$ cat src/rtl/core_output_collector.sv
// Multi-channel spike output collector: per-channel skid, round-robin arbiter, FWFT FIFO with ready/valid.
// Optional CORE_OUTPUT_COLLECTOR_DROP_COUNT_EN adds a saturating 16-bit drop_count output.
module core_output_collector #(
  parameter int NUM_CHANNELS = 4,
  parameter int PACKET_WIDTH = 8,
  parameter int TICK_WIDTH   = 8,
  parameter int FIFO_DEPTH   = 16,
  localparam int CH_W = (NUM_CHANNELS > 1) ? $clog2(NUM_CHANNELS) : 1,
  localparam int DW   = TICK_WIDTH + CH_W + PACKET_WIDTH,
  localparam int AW   = $clog2(FIFO_DEPTH),
  localparam int CW   = AW + 1
) (
  input  logic                             clk,
  input  logic                             rst,
  input  logic                             tick,
  input  logic [NUM_CHANNELS-1:0]          in_valid,
  input  logic [NUM_CHANNELS*PACKET_WIDTH-1:0] in_packet,
  output logic [DW-1:0]                    out_data,
  output logic                             out_valid,
  input  logic                             out_ready,
  output logic [CW-1:0]                    fifo_count,
  output logic                             overflow,
  input  logic                             clr_overflow
`ifdef CORE_OUTPUT_COLLECTOR_DROP_COUNT_EN
  ,
  output logic [15:0]                      drop_count
`endif
);

  localparam int DCW = $clog2(NUM_CHANNELS + 1);

  logic [TICK_WIDTH-1:0] tick_q, tick_d;
  logic                  skid_vld_q [NUM_CHANNELS];
  logic                  skid_vld_d [NUM_CHANNELS];
  logic [DW-1:0]         skid_data_q [NUM_CHANNELS];
  logic [DW-1:0]         skid_data_d [NUM_CHANNELS];
  logic [CH_W-1:0]       rr_q, rr_d;
  logic [DW-1:0]         mem_q [FIFO_DEPTH];
  logic [DW-1:0]         mem_d [FIFO_DEPTH];
  logic [AW-1:0]         wr_ptr_q, wr_ptr_d, rd_ptr_q, rd_ptr_d;
  logic [CW-1:0]         count_q, count_d;
  logic                  overflow_q, overflow_d;

  logic                  pop_s, full_s, can_push_s;
  logic                  grant_vld_s;
  logic [CH_W-1:0]       grant_idx_s;
  logic [DCW-1:0]        drops_s;

  assign pop_s      = (count_q != {CW{1'b0}}) && out_ready;
  assign full_s     = (count_q == CW'(FIFO_DEPTH));
  // A pop on the same edge frees the slot, so a full FIFO can still accept a push.
  assign can_push_s = !full_s || pop_s;

  // Round-robin search starting at the priority pointer.
  always_comb begin : arb_comb
    int sum;
    logic [CH_W-1:0] cand;
    grant_vld_s = 1'b0;
    grant_idx_s = {CH_W{1'b0}};
    sum  = 0;
    cand = {CH_W{1'b0}};
    for (int i = 0; i < NUM_CHANNELS; i++) begin
      sum = int'(rr_q) + i;
      if (sum >= NUM_CHANNELS) begin
        sum = sum - NUM_CHANNELS;
      end else begin
        sum = sum;
      end
      cand = CH_W'(sum);
      if (!grant_vld_s && skid_vld_q[cand] && can_push_s) begin
        grant_vld_s = 1'b1;
        grant_idx_s = cand;
      end else begin
        grant_vld_s = grant_vld_s;
      end
    end
    if (grant_vld_s) begin
      rr_d = (int'(grant_idx_s) == NUM_CHANNELS - 1) ? {CH_W{1'b0}} : grant_idx_s + CH_W'(1);
    end else begin
      rr_d = rr_q;
    end
  end

  // Skid loading; a skid being granted this edge is free to take the new event.
  always_comb begin
    logic keep;
    drops_s = {DCW{1'b0}};
    keep    = 1'b0;
    for (int c = 0; c < NUM_CHANNELS; c++) begin
      keep = skid_vld_q[c] && !(grant_vld_s && (grant_idx_s == CH_W'(c)));
      skid_vld_d[c]  = keep;
      skid_data_d[c] = skid_data_q[c];
      if (in_valid[c]) begin
        if (keep) begin
          drops_s = drops_s + DCW'(1);
        end else begin
          skid_vld_d[c]  = 1'b1;
          skid_data_d[c] = {tick_q, CH_W'(c), in_packet[c*PACKET_WIDTH +: PACKET_WIDTH]};
        end
      end else begin
        skid_vld_d[c] = keep;
      end
    end
  end

  // FIFO pointers, occupancy, storage, tick counter and sticky overflow.
  always_comb begin
    mem_d = mem_q;
    if (grant_vld_s) begin
      mem_d[wr_ptr_q] = skid_data_q[grant_idx_s];
      wr_ptr_d        = wr_ptr_q + AW'(1);
    end else begin
      wr_ptr_d = wr_ptr_q;
    end
    rd_ptr_d = pop_s ? rd_ptr_q + AW'(1) : rd_ptr_q;
    case ({grant_vld_s, pop_s})
      2'b10:   count_d = count_q + CW'(1);
      2'b01:   count_d = count_q - CW'(1);
      default: count_d = count_q;
    endcase
    tick_d     = tick ? tick_q + TICK_WIDTH'(1) : tick_q;
    overflow_d = (drops_s != {DCW{1'b0}}) ? 1'b1 : (clr_overflow ? 1'b0 : overflow_q);
  end

  // State registers.
  always_ff @(posedge clk or negedge rst) begin
    if (!rst) begin
      tick_q     <= {TICK_WIDTH{1'b0}};
      rr_q       <= {CH_W{1'b0}};
      wr_ptr_q   <= {AW{1'b0}};
      rd_ptr_q   <= {AW{1'b0}};
      count_q    <= {CW{1'b0}};
      overflow_q <= 1'b0;
      for (int c = 0; c < NUM_CHANNELS; c++) begin
        skid_vld_q[c]  <= 1'b0;
        skid_data_q[c] <= {DW{1'b0}};
      end
      for (int i = 0; i < FIFO_DEPTH; i++) begin
        mem_q[i] <= {DW{1'b0}};
      end
    end else begin
      tick_q      <= tick_d;
      rr_q        <= rr_d;
      wr_ptr_q    <= wr_ptr_d;
      rd_ptr_q    <= rd_ptr_d;
      count_q     <= count_d;
      overflow_q  <= overflow_d;
      skid_vld_q  <= skid_vld_d;
      skid_data_q <= skid_data_d;
      mem_q       <= mem_d;
    end
  end

  assign out_valid  = (count_q != {CW{1'b0}});
  assign out_data   = out_valid ? mem_q[rd_ptr_q] : {DW{1'b0}};
  assign fifo_count = count_q;
  assign overflow   = overflow_q;

`ifdef CORE_OUTPUT_COLLECTOR_DROP_COUNT_EN
  logic [15:0] drop_cnt_q, drop_cnt_d;
  logic [16:0] drop_sum_s;

  // Saturating drop counter; a clear on a drop edge restarts from the new drops.
  always_comb begin
    drop_sum_s = {1'b0, (clr_overflow ? 16'h0000 : drop_cnt_q)} + 17'(drops_s);
    drop_cnt_d = drop_sum_s[16] ? 16'hFFFF : drop_sum_s[15:0];
  end

  // Drop counter register.
  always_ff @(posedge clk or negedge rst) begin
    if (!rst) begin
      drop_cnt_q <= 16'h0000;
    end else begin
      drop_cnt_q <= drop_cnt_d;
    end
  end

  assign drop_count = drop_cnt_q;
`endif

endmodule

$ cat config.mk
export PLATFORM = sky130hd
export DESIGN_NAME = core_output_collector
export DESIGN_NICKNAME = d
export VERILOG_FILES = /design/src/rtl/core_output_collector.sv
export SDC_FILE = /design/constraint.sdc
export NUM_CORES = 1
export LEC_CHECK = 0
export ABC_AREA = 1
export BUFFER_PORTS_ARGS = -buffer_cell sky130_fd_sc_hd__clkbuf_2
export CORE_UTILIZATION = 35
export CTS_BUF_LIST = sky130_fd_sc_hd__clkbuf_8
export DETAILED_ROUTE_END_ITERATION = 7
export GPL_TIMING_DRIVEN = 1
export PLACE_DENSITY_LB_ADDON = 0.15
export SYNTH_ARGS = -nofsm -noshare
export SYNTH_HDL_FRONTEND = slang
export SYNTH_SLANG_ARGS = --single-unit
$ cat constraint.sdc
create_clock -name clk -period 4 [get_ports clk]
set_input_delay 0.4 -clock clk [delete_from_list [all_inputs] [get_ports clk]]
set_output_delay 0.4 -clock clk [all_outputs]
set_load 0.05 [all_outputs]
### Yosys cells after proc, flatten, opt, wreduce, memory -nomap -nowiden

Cells that the tools add are included.

| word-level totals | value |
|---|---|
| register bits after elaboration | 384 |
| input port bits | 41 |
| output and inout port bits | 25 |

| operators by class | value |
|---|---|
| $add $sub $neg | 16 |
| magnitude comparators | 12 |
| eq/ne operators | 7 |
| mux-type cells | 50 |
| bitwise operators | 11 |
| reductions and logical operators | 35 |

Operators by type and width:

| cell | count |
|---|---|
| 288-bit bitwise mux | 1 |
| 18-bit 2-to-1 mux | 6 |
| 18-bit binary-select mux with 4-bit select | 1 |
| 18-bit demux with 4-bit select | 1 |
| 18-bit binary-select mux with 2-bit select | 1 |
| 3-bit >= comparator (second input constant) | 8 |
| 1-bit 2-to-1 mux | 20 |
| 2-bit 2-to-1 mux | 9 |
| 3-bit 2-to-1 mux | 6 |
| 1-bit logical AND | 17 |
| 2-bit inverter with 3-bit output | 5 |
| 5-bit >= comparator (second input constant) | 2 |
| 4-bit inverter with 5-bit output | 2 |
| 5-bit one-hot mux with 2 select lines | 1 |
| 3-bit by 1-bit adder with 3-bit output (second input constant) | 3 |
| 4-bit by 1-bit adder with 4-bit output (second input constant) | 2 |
| 8-bit by 1-bit adder with 8-bit output (second input constant) | 1 |
| 1-bit binary-select mux with 2-bit select | 4 |
| 1-bit zero test | 8 |
| 2-bit AND reduction | 4 |
| 2-bit by 1-bit subtractor with 2-bit output (second input constant) | 4 |
| 2-bit by 2-bit adder with 3-bit output (second input constant) | 2 |
| 2-bit by 1-bit == test with 1-bit output (second input constant) | 3 |
| 2-bit == test (second input constant) | 3 |
| other kinds (13) | 17 |

### Longest topological paths before layout

| logic depth | value |
|---|---|
| depth in word-level cells | 37 |
| gate-level depth with buffers | 28 |
| mapped depth without buffers | 26 |

### Worst setup path after synthesis

OpenSTA, ideal clock, no wires.

| timing path | value |
|---|---|
| path type | register to register |
| from | register count_q[0], in the netlist fifo_count[0] |
| to | register overflow_q, in the netlist overflow |
| setup time | 125 ps |
| arrival time | 3318 ps |
| slack | 557 ps |
| cell stages (with the launch flop) | 24 |
| path buffers | 1 |
| period minus slack after synthesis | 3443 ps |
| cells stage by stage | dfrtp_1 > nor2_1 > nand3_2 > nand3_2 > nand3_1 > nor2_1 > nand2_1 > nand2_2 > clkinv_2 > buf_6 > ha_1 > nand2_1 > nand3_1 > inv_1 > ha_1 > or2_2 > nand2_1 > inv_1 > ha_1 > inv_1 > nand4_1 > nand3_1 > nand2_1 > nand3_1 |

| between the ends | value |
|---|---|
| word-level cells in the longest chain between the ends | 34 |

RTL lines:

| element | RTL line | source |
|---|---|---|
| start, declared | 41 | `logic [CW-1:0] count_q, count_d;` |
| start signal, assigned | 132 | `count_q <= {CW{1'b0}};` |
| start signal, assigned | 146 | `count_q <= count_d;` |
| 5-bit == test or 5-bit nonzero test (tied branches) | 50, 49 |  |
| 1-bit zero test or 1-bit logical AND (tied branches) | 52, 49 |  |
| 1-bit logical OR (*) | 52 | `assign can_push_s = !full_s \|\| pop_s;` |
| 1-bit logical AND | 70 | `if (!grant_vld_s && skid_vld_q[cand] && can_push_s) begin` |
| 1-bit 2-to-1 mux | 70 |  |
| 1-bit zero test | 70 |  |
| 1-bit logical AND (2 in a row) | 70 |  |
| 1-bit 2-to-1 mux | 70 |  |
| [... 17 more ...] | - |  |
| 3-bit by 1-bit adder with 3-bit output | 95 | `drops_s = drops_s + DCW'(1);` |
| 3-bit 2-to-1 mux | 94 | `if (keep) begin` |
| 3-bit 2-to-1 mux | 93 | `if (in_valid[c]) begin` |
| 3-bit by 1-bit adder with 3-bit output | 95 |  |
| 3-bit 2-to-1 mux | 94 |  |
| 3-bit 2-to-1 mux (*) | 93 |  |
| 3-bit nonzero test (*) | 122 | `overflow_d = (drops_s != {DCW{1'b0}}) ? 1'b1 : (clr_overflow ? 1'b0 : overflow_q);` |
| 1-bit 2-to-1 mux or 2-bit nonzero test (tied branches) | - |  |
| end signal, assigned | 147 | `overflow_q <= overflow_d;` |
| end, declared | 42 | `logic overflow_q, overflow_d;` |

Mark *: on every way between the ends. The rest lies on a longest branch, timed or not.
A chain may end at the register's enable or synchronous reset.

### Worst setup path after layout

| timing path | value |
|---|---|
| from | register rd_ptr_q[0] |
| to | output port out_data[3] |

| between the ends | value |
|---|---|
| word-level cells in the longest chain between the ends | 5 |

RTL lines:

| element | RTL line | source |
|---|---|---|
| start, declared | 40 | `logic [AW-1:0] wr_ptr_q, wr_ptr_d, rd_ptr_q, rd_ptr_d;` |
| start signal, assigned | 131 | `rd_ptr_q <= {AW{1'b0}};` |
| start signal, assigned | 145 | `rd_ptr_q <= rd_ptr_d;` |
| 4-bit inverter with 5-bit output (not written as such) | 155 | `assign out_data = out_valid ? mem_q[rd_ptr_q] : {DW{1'b0}};` |
| 18-bit binary-select mux with 4-bit select | 155 |  |
| 18-bit 2-to-1 mux (not written as such) (2 in a row) | 155 |  |
| 18-bit 2-to-1 mux | 155 |  |
| end, declared | 18 | `output logic [DW-1:0] out_data,` |

No other way between the ends. The select of a mux whose other input is x is not followed.

==> results.yml <==
status:
  status: "complete, no violations"
placed_design:
  place_congestion: 0.7793
  dp_hpwl_mm: 33.59
  io_buffers: 65
finish:
  multiInputGateArea_mm2: 0.007741
  diodes: 0
  seq_area_mm2: 0.009589
  drive_above_1_share_pct: 12.95
  layout.nets: 2445
  fillers: 5290
  area_growth_pct: 15.87
clock_tree:
  clock_latency_ps: 660
  post-cts-setup-buffer-count: 0
  path_clk_slew_ps: 50
  clock-root-buffer: "clkbuf_8"
  cts.repair.resized: 0
  ctsHtreeMaxLevel: 3
  cts_tree: "yes"
  numCtsBuffers: 72
  clockBufferDepth: 3
  holdBufCountCts: 34
  cts_num_sinks: 383
timing:
  fin_crit_sh_pct: 92.81
  finalHoldViolations: 0
  slew_violations: 0
  finClkSkew_ps: 43.68
  post-route-min-period_ps: 3712
  timing.fmax_mhz: 269.4
  worstMarginPinSlew_ps: 965.8
  setup_viol: 0
  setup_total_negative_slack_ps: 0
  slew_headroom_pct: 35.54
  rsz0062_at_grt: "no"
setup_path:
  start_kind: "flip-flop"
  crit_fanout: 39
  crit_arrival_ps: 3310
  r2r_start: "rr_q[0]"
  r2r_slack_ps: 540
  reg2reg_depth: 23
  r2r_end: "overflow"
  cp-end-kind: "output port"
  critPathSlowestCell: "dfrtp_4"
  path_class: "flip-flop to output port"
  required_ps: 3600
  path_cells: "inv_4, buf_12, o21ai_0, o22ai_1, nor2_1, nor2_1, o21ai_0, a21oi_1, clkbuf_2"
  max_stage_delay_ps: 650
detailed_routing:
  antenna_left: 0
  routedWlPerCell_um: 17.69
  viasPerCell: 5.043
  wl_mm: 55.21
  dr.first_iter.drc_count: 1170
  vias: 15738
  drt_pass1_iterations: 5
  route.detailed.drc: 0
worst_hold_path:
  hp-class: "input port to flip-flop"
  min_from: "in_packet[20]"
  whs_endpoint: "skid_data_q[22]"
  holdPathStages: 3
synth:
  synthXorXnorAreaFrac_pct: 0.6716
  synthCells: 2298
  synth.distinct_cells: 42
  muxShareOfSynthArea_pct: 0.4934
  syn-cell-area_mm2: 0.01826
  synth_warnings: 0
  synth_simple_gate_area_share_pct: 28.33
  syn-num-nets: 2353
  synth-seq-area-share_pct: 52.49
  synth.ff_latch_count: 383
  synth_top_family_by_area: "simple AND/OR/NAND/NOR gates"
  ys.flop_type: "dfrtp_1"
  post_synth_fa_ha_maj_area_fraction_pct: 1.000
  postSynth.asyncResetShare_pct: 100.0
  synth_edf_count: 0
  postSynthAreaPerCell_um2: 7.946
  synth-compound-area-share_pct: 11.89
global_route:
  grt_max_degree: 105
  grt_pass1_vias: 15447
  grt_pass1_wl_mm: 88.52
  antenna_found_initial: 0
  grtUsageTotal_pct: 21.25
  overflow: 0
die:
  core_area_mm2: 0.05141
  start_util_pct: 35.52
  die_area_mm2: 0.05308
  rows: 83
  fp.dieH_um: 230.4
  ioPinCount: 66
  die_w_um: 230.4
run:
  drv_cap: 0
[through the flow]
stage | instances | worst slack, ps | area (µm²) | util [%] | hold slack (ps)
after global placement | 2962 | 638.3 | 19290 | 37.52 | 446.9
final | 3121 | 287.8 | 21160 | 41.16 | 65.87
after detailed placement | 2962 | 559.3 | 19290 | 37.52 | 455.3
after global routing | 3121 | 152.4 | 21160 | 41.16 | 34.41
after CTS | 3121 | 258.6 | 21160 | 41.16 | 0.4298
after floorplan | 2298 | 557.4 | 18260 | - | 104.4
[critical path: cells and delay by family, from the launching register on]
kind	cells	cell delay, ps
AND/OR/NAND/NOR	2	230
AO/OA/AOI/OAI	4	830
buffers and inverters	3	960
flip-flops	1	650
[area by class of cell]
cell class / count / area share [%]
multi-input cells: 1705 / 36.59
inverters: 78 / 1.425
flip-flops and latches: 383 / 45.33
clock buffers: 94 / 6.115
well taps: 680 / 4.022
repair buffers: 150 / 5.417
clock inverters: 31 / 1.106
[cells in the mapped netlist, types with 3 or more instances]
cell,number,area (µm²)
o211ai_1,14,105.1
nand2_4,3,33.78
nor2_2,19,118.9
mux2_2,8,90.09
nand3_2,3,30.03
buf_1,4,15.01
o21ai_0,214,1071
buf_6,8,90.09
xor2_1,13,113.9
inv_1,55,206.5
or2_2,5,31.28
or2_0,12,75.07
o21ai_1,16,80.08
dfrtp_1,383,9584
nand2_2,11,68.82
ha_1,13,162.7
inv_2,18,67.56
nand4_1,4,25.02
buf_2,17,85.08
o211ai_2,4,50.05
a21oi_1,26,130.1
o221ai_1,46,402.9
nor3_1,3,15.01
buf_4,15,112.6
nand2_1,976,3664
o22ai_1,23,143.9
o21ai_2,16,140.1
clkbuf_1,87,326.6
nor2_1,199,747.0
nand3_1,69,345.3
clkinv_1,3,11.26
[cells by family after synthesis]
family                   count (synthesis)
AND/OR/NAND/NOR                       1306
flip-flops                             383
AO/OA/AOI/OAI                          363
buffers and inverters                  210
XOR/XNOR                                14
adder cells (fa/ha/maj)                 14
multiplexers                             8
[worst max-delay path by stage]
| stage | from | slack (ps) | to | cells after the start |
|---|---|---|---|---|
| finish | rd_ptr_q[0] | 290 | out_data[3] | 9 |
| CTS | rd_ptr_q[0] | 260 | out_data[3] | 9 |
| global placement | out_ready | 640 | overflow | 25 |
| floorplan | fifo_count[0] | 560 | overflow | 23 |
| global route | rd_ptr_q[0] | 150 | out_data[3] | 9 |
| detailed placement | out_ready | 560 | overflow | 22 |
[per-layer routing]
metal	vias to the layer above	track usage, %	wire length, µm
li1	7559	-	-
met2	477	34.45	25500
met4	0	6.147	1067
met5	-	0	0
met3	95	3.841	3164
met1	7607	28.93	25480
[registers in the layout (all words and copies together), names as in the netlist]
name / count
overflow: 1
tick_q: 8
fifo_count: 5
skid_data_q: 67
skid_vld_q: 4
rd_ptr_q: 4
mem_q: 288
wr_ptr_q: 4
rr_q: 2
[placed cells by master (no fill, tap or decap), types with 11 or more instances in the layout]
| cell type | synthesis | final |
|---|---|---|
| or2_0 | 12 | 12 |
| o22ai_1 | 23 | 23 |
| xor2_1 | 13 | 13 |
| clkbuf_8 | 0 | 94 |
| buf_4 | 15 | 44 |
| nand2_2 | 11 | 11 |
| o211ai_1 | 14 | 14 |
| o21ai_0 | 214 | 214 |
| clkbuf_2 | 0 | 64 |
| dfrtp_1 | 383 | 381 |
| nand3_1 | 69 | 69 |
| a21oi_1 | 26 | 26 |
| nor2_1 | 199 | 198 |
| dlygate4sd3_1 | 0 | 34 |
| inv_2 | 18 | 18 |
| nor2_2 | 19 | 20 |
| nand2_1 | 976 | 976 |
| ha_1 | 13 | 13 |
| o21ai_1 | 16 | 16 |
| o21ai_2 | 16 | 16 |
| o221ai_1 | 46 | 46 |
| inv_1 | 55 | 75 |
Power is left out: the tool's default activity adds up to more than one toggle a clock period on the data nets, which glitch-free logic cannot reach.
